File: src/rtl/regfile_wb_sched.sv
`default_nettype none
// ============================================================================
// Module      : regfile_wb_sched
// Description : Register-file write-port arbiter (ALU over long unit) and
//               pending-write scoreboard generating the issue stall.
// Revision    : 1.0 - initial release
// ============================================================================
module regfile_wb_sched #(
    parameter int MAX_OUT    = 4,
    parameter int STARVE_LIM = 8
) (
    input  logic        cpu_clk,
    input  logic        rst,
    input  logic        issue_valid,
    input  logic [4:0]  issue_rs1,
    input  logic [4:0]  issue_rs2,
    input  logic [4:0]  issue_rd,
    input  logic        issue_use_rs1,
    input  logic        issue_use_rs2,
    input  logic        issue_wen,
    input  logic        issue_long,
    output logic        issue_stall,
    input  logic        alu_wb_valid,
    input  logic [4:0]  alu_wb_rd,
    input  logic [31:0] alu_wb_data,
    input  logic        lu_wb_valid,
    input  logic [4:0]  lu_wb_rd,
    input  logic [31:0] lu_wb_data,
    output logic        lu_wb_ready,
    output logic [4:0]  rf_rd,
    output logic [31:0] rf_wb,
    output logic        rf_wb_sig,
    output logic        err
);

    localparam int c_CNT_W = $clog2(MAX_OUT + 1);
    localparam int c_STV_W = $clog2(STARVE_LIM + 1);
    localparam logic [c_CNT_W-1:0] c_MAX_OUT    = c_CNT_W'(MAX_OUT);
    localparam logic [c_STV_W-1:0] c_STARVE_LIM = c_STV_W'(STARVE_LIM);

    logic [31:0]        r_busy;
    logic [c_CNT_W-1:0] r_out_cnt;
    logic [c_STV_W-1:0] r_starve_cnt;
    logic               r_starve_blk;
    logic               r_err;

    logic [31:0]        w_busy_nxt;
    logic [c_CNT_W-1:0] w_cnt_nxt;
    logic [c_STV_W-1:0] w_starve_nxt;
    logic               w_blk_nxt;
    logic               w_issue_acc;
    logic               w_cnt_inc;
    logic               w_lu_acc;
    logic               w_err_evt;

    // Stall is a function of registered scoreboard state only, so a release
    // on this edge is visible to dependents on the following cycle.
    assign issue_stall = issue_valid &&
                         ((issue_use_rs1 && r_busy[issue_rs1]) ||
                          (issue_use_rs2 && r_busy[issue_rs2]) ||
                          (issue_wen     && r_busy[issue_rd])  ||
                          (issue_long    && (r_out_cnt == c_MAX_OUT)) ||
                          r_starve_blk);

    assign lu_wb_ready = !alu_wb_valid;
    assign w_lu_acc    = lu_wb_valid && lu_wb_ready;
    assign w_issue_acc = issue_valid && !issue_stall;
    assign w_cnt_inc   = w_issue_acc && issue_long;
    assign err         = r_err;

    always_comb begin
        rf_rd     = 5'd0;
        rf_wb     = 32'd0;
        rf_wb_sig = 1'b0;
        if (alu_wb_valid) begin
            rf_rd     = alu_wb_rd;
            rf_wb     = alu_wb_data;
            rf_wb_sig = (alu_wb_rd != 5'd0);
        end else if (lu_wb_valid) begin
            rf_rd     = lu_wb_rd;
            rf_wb     = lu_wb_data;
            rf_wb_sig = (lu_wb_rd != 5'd0);
        end
    end

    // Set before clear so that a forced same-rd set/clear resolves to clear.
    always_comb begin
        w_busy_nxt = r_busy;
        if (w_cnt_inc && issue_wen) begin
            w_busy_nxt[issue_rd] = 1'b1;
        end
        if (w_lu_acc) begin
            w_busy_nxt[lu_wb_rd] = 1'b0;
        end
        w_busy_nxt[0] = 1'b0;
    end

    always_comb begin
        w_cnt_nxt = r_out_cnt;
        if (w_cnt_inc && !w_lu_acc && (r_out_cnt != c_MAX_OUT)) begin
            w_cnt_nxt = r_out_cnt + c_CNT_W'(1);
        end else if (!w_cnt_inc && w_lu_acc && (r_out_cnt != '0)) begin
            w_cnt_nxt = r_out_cnt - c_CNT_W'(1);
        end
    end

    always_comb begin
        w_starve_nxt = r_starve_cnt;
        if (w_lu_acc || !lu_wb_valid) begin
            w_starve_nxt = '0;
        end else if (r_starve_cnt != c_STARVE_LIM) begin
            w_starve_nxt = r_starve_cnt + c_STV_W'(1);
        end
        w_blk_nxt = r_starve_blk;
        if (w_lu_acc) begin
            w_blk_nxt = 1'b0;
        end else if (w_starve_nxt == c_STARVE_LIM) begin
            w_blk_nxt = 1'b1;
        end
    end

    assign w_err_evt = (alu_wb_valid && (alu_wb_rd != 5'd0) && r_busy[alu_wb_rd]) ||
                       (w_lu_acc && (r_out_cnt == '0)) ||
                       (w_lu_acc && (lu_wb_rd != 5'd0) && !r_busy[lu_wb_rd]);

    always_ff @(posedge cpu_clk) begin
        if (rst) begin
            r_busy       <= '0;
            r_out_cnt    <= '0;
            r_starve_cnt <= '0;
            r_starve_blk <= 1'b0;
            r_err        <= 1'b0;
        end else begin
            r_busy       <= w_busy_nxt;
            r_out_cnt    <= w_cnt_nxt;
            r_starve_cnt <= w_starve_nxt;
            r_starve_blk <= w_blk_nxt;
            r_err        <= r_err || w_err_evt;
        end
    end

endmodule
`default_nettype wire

File: config.mk
export PLATFORM = sky130hd
export DESIGN_NAME = regfile_wb_sched
export DESIGN_NICKNAME = d
export VERILOG_FILES = /design/src/rtl/regfile_wb_sched.sv
export SDC_FILE = /design/constraint.sdc
export NUM_CORES = 1
export LEC_CHECK = 0
export ABC_CLOCK_PERIOD_IN_PS = 4450
export CORE_UTILIZATION = 45
export CTS_CLUSTER_SIZE = 14
export DETAILED_ROUTE_END_ITERATION = 10
export GPL_ROUTABILITY_DRIVEN = 1
export PLACE_DENSITY = 0.82
export SLEW_MARGIN = 20
export SYNTH_ARGS = -nofsm -noshare
export SYNTH_HDL_FRONTEND = slang
export SYNTH_SLANG_ARGS = --single-unit
File: constraint.sdc
create_clock -name cpu_clk -period 4.45 [get_ports cpu_clk]
set_clock_uncertainty 0.2 [all_clocks]
set_input_delay 0.89 -clock cpu_clk [delete_from_list [all_inputs] [get_ports cpu_clk]]
set_output_delay 0.89 -clock cpu_clk [all_outputs]
set_load 0.005 [all_outputs]
# ---- Word level (Yosys, flattened, before mapping)
# Cells that the tools add are included.
dict set report classes {
  reduce_logical 40
  eq_ne 4
  magnitude_cmp 7
  mux 26
  add_sub_neg 3
  bitwise 3
}
# op count
set op_table {}
lappend op_table {{2-to-1 mux 32 bit} 4}
lappend op_table {{bitwise AND 32 bit} 1}
lappend op_table {{inverter 32 bit} 1}
lappend op_table {{OR 32 bit} 1}
lappend op_table {{less-than comparator 5 x 6 -> 1 bit (second input constant)} 5}
lappend op_table {{binary-select mux 1 bit (select 5 bit)} 5}
lappend op_table {{logical AND 1 bit} 20}
lappend op_table {{demux 1 bit (select 5 bit)} 2}
lappend op_table {{>= comparator 5 x 1 -> 1 bit (second input constant)} 2}
lappend op_table {{2-to-1 mux 5 bit} 2}
lappend op_table {{nonzero test 5 bit} 2}
lappend op_table {{2-to-1 mux 1 bit} 9}
lappend op_table {{logical OR 1 bit} 8}
lappend op_table {{2-to-1 mux 4 bit} 2}
lappend op_table {{logical NOT 1 bit} 6}
lappend op_table {{2-to-1 mux 3 bit} 2}
lappend op_table {{adder 4 x 1 -> 4 bit (second input constant)} 1}
lappend op_table {{equality test 4 bit (second input constant)} 1}
lappend op_table {{inequality test 4 bit (second input constant)} 1}
lappend op_table {{adder 3 x 1 -> 3 bit (second input constant)} 1}
lappend op_table {{equality test 3 bit (second input constant)} 1}
lappend op_table {{logical NOT 3 bit} 1}
lappend op_table {{inequality test 3 bit (second input constant)} 1}
lappend op_table {{nonzero test 3 bit} 1}
lappend op_table {{other kinds (3)} 3}
dict set report totals {
  out_inout_bits 41
  word_cells 89
  inputBits 98
  reg_bits 41
}

# ---- Depth between registers and ports, before layout
dict set report logic_depth {
  depth_word 16
  mapped_depth 13
  depth_no_buf 11
}

# ---- Worst setup path after synthesis
# Ideal clock, no wire load.
dict set report synth_timing {
  path_kind {in2reg}
  startpoint {input port issue_rs2[0]}
  endpoint {register r_out_cnt[2]}
  stages 12
  required_time_ns 4.185
  path_buffers 1
  setup_slack_ns 0.224
  t_arrival_ns 3.960
  setup_ns 0.065
  path_cell_list {buf_2 > mux4_2 > o21ai_0 > o22ai_1 > a311oi_2 > nand3_4 > nor3_1 > inv_1 > fa_1 > or3_1 > mux4_2 > nor2_1}
}
dict set report synth_between {
  elab_chain_len 15
  word_cells_on_any_way 18
  cone_classes {3 x mux; 15 x reduce/logical}
}
# element line
set synth_rtl {}
lappend synth_rtl {{from (decl)} 16} ;# input logic [4:0] issue_rs2,
lappend synth_rtl {{binary-select mux 1 bit (select 5 bit) *} 60} ;# (issue_use_rs2 && r_busy[issue_rs2]) ||
lappend synth_rtl {{2-to-1 mux 1 bit (implied by the code) *} 60}
lappend synth_rtl {{logical AND 1 bit *} 60}
lappend synth_rtl {{logical OR 1 bit *} 59} ;# ((issue_use_rs1 && r_busy[issue_rs1]) ||
lappend synth_rtl {{logical OR 1 bit *} 60}
lappend synth_rtl {{logical OR 1 bit *} 61} ;# (issue_wen && r_busy[issue_rd]) ||
lappend synth_rtl {{logical OR 1 bit *} 62} ;# (issue_long && (r_out_cnt == c_MAX_OUT)) ||
lappend synth_rtl {{logical AND 1 bit *} 58} ;# assign issue_stall = issue_valid &&
lappend synth_rtl {{logical NOT 1 bit *} 67} ;# assign w_issue_acc = issue_valid && !issue_stall;
lappend synth_rtl {{logical AND 1 bit *} 67}
lappend synth_rtl {{logical AND 1 bit *} 68} ;# assign w_cnt_inc = w_issue_acc && issue_long;
lappend synth_rtl {{logical NOT 1 bit} 102} ;# end else if (!w_cnt_inc && w_lu_acc && (r_out_cnt != '0)) begin
lappend synth_rtl {{logical AND 1 bit (2 in series)} 102}
lappend synth_rtl {{nonzero test 2 bit (no source line)} -}
lappend synth_rtl {{to (signal assigned)} 135} ;# r_out_cnt <= w_cnt_nxt;
lappend synth_rtl {{to (decl)} 42} ;# logic [c_CNT_W-1:0] r_out_cnt;
# Every way passes the cells marked *; elsewhere a longest branch is shown, timed or not. The select of a mux whose other input is x is not followed.
# A chain may end at the register's enable or synchronous reset.

# ---- Final worst setup path
dict set report layout_timing {
  startpoint {input port issue_rd[3]}
  endpoint {output port issue_stall}
}
dict set report layout_between {
  elab_chain_len 7
}
# element line
set layout_rtl {}
lappend layout_rtl {{from (decl)} 17} ;# input logic [4:0] issue_rd,
lappend layout_rtl {{binary-select mux 1 bit (select 5 bit)} 61}
lappend layout_rtl {{2-to-1 mux 1 bit (implied by the code)} 61}
lappend layout_rtl {{logical AND 1 bit} 61}
lappend layout_rtl {{logical OR 1 bit} 60}
lappend layout_rtl {{logical OR 1 bit} 61}
lappend layout_rtl {{logical OR 1 bit} 62}
lappend layout_rtl {{logical AND 1 bit} 58}
lappend layout_rtl {{to (decl)} 22} ;# output logic issue_stall,
# Every way passes these cells. The select of a mux whose other input is x is not followed.

==> results.py <==
metrics = {
    "outcome": {
        "outcome": "finished, final reports clean",
    },
    "floorplan": {
        "row_count": 32,
        "core-area_sq_mm": 0.00781,
        "die-area_sq_mm": 0.00849,
        "die_width_um": 92.1,
        "initial_core_util_pct": 46.8,
        "die_h_um": 92.1,
        "num_io_pins": 139,
    },
    "critical_path": {
        "cp-start-kind": "input port",
        "path_delay_family": "compound AO/OA/AOI/OAI gates",
        "regToRegSetupSlack_ps": 730,
        "r2r_start": "r_busy[3]",
        "reg2reg_to": "r_out_cnt[2]",
        "crit_top_cell": "a31oi_1",
        "endpoint": "issue_stall",
        "cp.depth": 9,
        "cp_max_fo": 7,
        "path_cells": "clkdlybuf4s50_1 -> nand3b_1 -> o22ai_1 -> a2111o_1 -> a211oi_4 -> a21boi_2 -> a31oi_1 -> a31oi_1 -> dlygate4sd2_1",
        "critPathSlowestCell": "clkdlybuf4s50_1",
        "critical_path_required_ps": 3360,
        "worstRegToRegCells": 12,
        "cp-startpoint": "issue_rd[3]",
        "endpoint_kind": "output pin",
        "critPathKind": "in -> out",
        "worst-path-buf-inv": 2,
        "crit_path_max_incr_delay_ps": 590,
        "worstPathArrival_ps": 3210,
    },
    "cells_and_area": {
        "area_growth_pct": 52.4,
        "finalNonFillerCells": 674,
        "fillers": 623,
        "regArea_sq_um": 801,
        "layout_common_cells": "133 x clkdlybuf4s50_1, 47 x buf_4, 44 x nor2_1, 40 x dfxtp_1, 39 x nor3_1",
        "final_common_cell": "clkdlybuf4s50_1",
        "drive_gt1_share_pct": 19.2,
        "multi_input_area_sq_mm": 0.00272,
        "num-nets-final": 672,
        "antennaDiodeCount": 0,
        "design_area_sq_mm": 0.00557,
    },
    "timing": {
        "fmax_ghz": 0.233,
        "hold_ws_ps": 336,
        "fin_crit_ps": 4300,
        "setup_viol_count_final": 0,
        "fin_crit_sh_pct": 96.6,
        "hold_violations": 0,
        "final_max_slew_viol_count": 0,
        "setup_slack_ps": 152,
        "slew_headroom_pct": 59.2,
        "tns_ps": 0,
        "worst_pin_slew_ps": 607,
    },
    "yosys": {
        "postSynthAreaPerCell_sq_um": 8.91,
        "synth-seq-cells": 40,
        "ys.flop_type": "dfxtp_1",
        "synthTopCellsByArea": "dfxtp_1 22%, mux4_2 18%, a22o_1 9.1%",
        "ys.warnings.count": 0,
        "syn_nets": 511,
        "ys_async_sr_fraction_pct": 0,
        "synth-edff-count": 0,
        "netlist_instances": 410,
        "synth_top_area_share_pct": 21.9,
        "seq_area_frac_synth_pct": 21.9,
        "yosysUniqueCellTypes": 53,
        "yosys.area.top_type": "dfxtp_1",
        "synth_area_sq_mm": 0.00365,
    },
    "global_routing": {
        "globalRouteTotalUtil_pct": 36.0,
        "grt_max_degree": 42,
        "overflow": 0,
        "antenna_found_initial": 0,
        "grt_pass1_wl_um": 23000,
        "first_global_vias": 4291,
    },
    "cts": {
        "htree_num_levels": 2,
        "clkTransAtPathRegs_ps": 80,
        "clk_latency_ps": 300,
        "tritoncts": "built",
        "cts-root-buf": "clkbuf_8",
        "clock_path_buffers": 2,
        "cts_buffers": 5,
        "clock_sink_count": 40,
    },
    "pwr": {
        "p_per_area_mw_per_mm2": 188,
        "peakVddDrop_mv": 0.158,
        "leakage_nw": 2.04,
    },
    "place": {
        "place_area_sq_mm": 0.00536,
        "place.port_buffers": 138,
        "pre_cts_slack_ps": -313,
        "dp_hpwl_um": 11600,
        "place_inst": 661,
        "place.gp.congestion": 0.989,
    },
    "routing": {
        "wl_met2_um": 7460,
        "vias_per_cell": 6.52,
        "ant_nets": 0,
        "drtPass1Iterations": 6,
        "m1WireLength_um": 5210,
        "vias": 4397,
        "first_iter_violations": 462,
        "drc": 0,
        "highest_layer": "met4",
        "routed_wl_um": 15600,
        "wire_per_inst_um": 23.1,
        "met3_length_um": 1920,
    },
    "min_path": {
        "worstHoldPathType": "reg -> reg",
        "worstHoldPathCells": 2,
    },
    "job": {
        "max_cap_violations": 0,
    },
}
==> flip-flops by register name (all words and copies together) (netlist names) <==
signal        count
r_busy           31
r_out_cnt         3
err               1
r_starve_blk      1
r_starve_cnt      4
==> routing by layer <==
layer / vias to the layer above / GRT usage [%]
met1: 2029 / 40.3
met3: 93 / 8.96
met4: 0 / 18.6
met2: 370 / 63.0
li1: 1905 / -
met5: - / 0
==> what timing repair did <==
| action | in CTS | in global routing |
|---|---|---|
| pin swaps | 2 | 6 |
| hold buffers | 0 | 0 |
| setup buffers | 3 | 2 |
| setup endpoints to repair | 1 | 1 |
| resized for setup | 9 | 11 |
==> power breakdown <==
group	switching (mW)	total (mW)	internal (mW)	leakage (nW)
registers	0.00795	0.371	0.363	0.323
clock network	0.142	0.311	0.169	0.0548
logic	0.156	0.367	0.211	1.66
total	0.306	1.05	0.743	2.04
==> area by class of cell <==
class | count | area share (%)
clock buffers | 5 | 1.24
clock inverters | 3 | 0.831
inverters | 10 | 0.674
multi-input cells | 326 | 48.8
flip-flops and latches | 40 | 14.4
well taps | 102 | 2.29
repair buffers | 188 | 31.8
==> logic make-up after synthesis <==
group | synth area share, %
xor gates and xnor gates | 0.719
and+or+nand+nor | 23.4
buffers and inverters | 5.10
AOI/OAI and AO/OA | 20.5
muxes | 27.1
DFF | 21.9
adders and majority gates | 1.23
==> metrics by stage <==
stage          utilization (%)  power, mW
2_1_floorplan                -      0.522
3_3_place_gp              68.7      0.724
3_5_place_dp              68.7      0.731
4_1_cts                   70.7       1.04
5_1_grt                   71.4       1.08
6_report                  71.4       1.05
==> tightest hold or removal path, stage by stage (launching register included) <==
cell and delay, ps:
dfxtp_1 340, nor2_1 50, a21oi_1 110
==> worst min path at each step <==
stage	startpoint	endpoint
global placement	err	err
global route	err	err
floorplan	r_starve_blk	r_starve_blk
CTS	err	err
detailed placement	err	err
finish	err	err
==> cells in the mapped netlist, drive strengths merged (2+ instances only) <==
master,number
ha,2
nor2,45
and3,3
nand2,17
mux2i,18
or3b,2
a221oi,3
nand3b,7
mux2,12
mux4,30
a22o,38
buf,14
a21oi,38
inv,9
and3b,2
nor4,6
nor3,41
a311oi,2
nand3,9
o21ai,8
o22ai,3
nor3b,6
a22oi,3
dfxtp,40
a31oi,2
xor2,2
a211oi,4
nor2b,7
or3,4
clkbuf,20
Power figures use the tool's default switching activity.
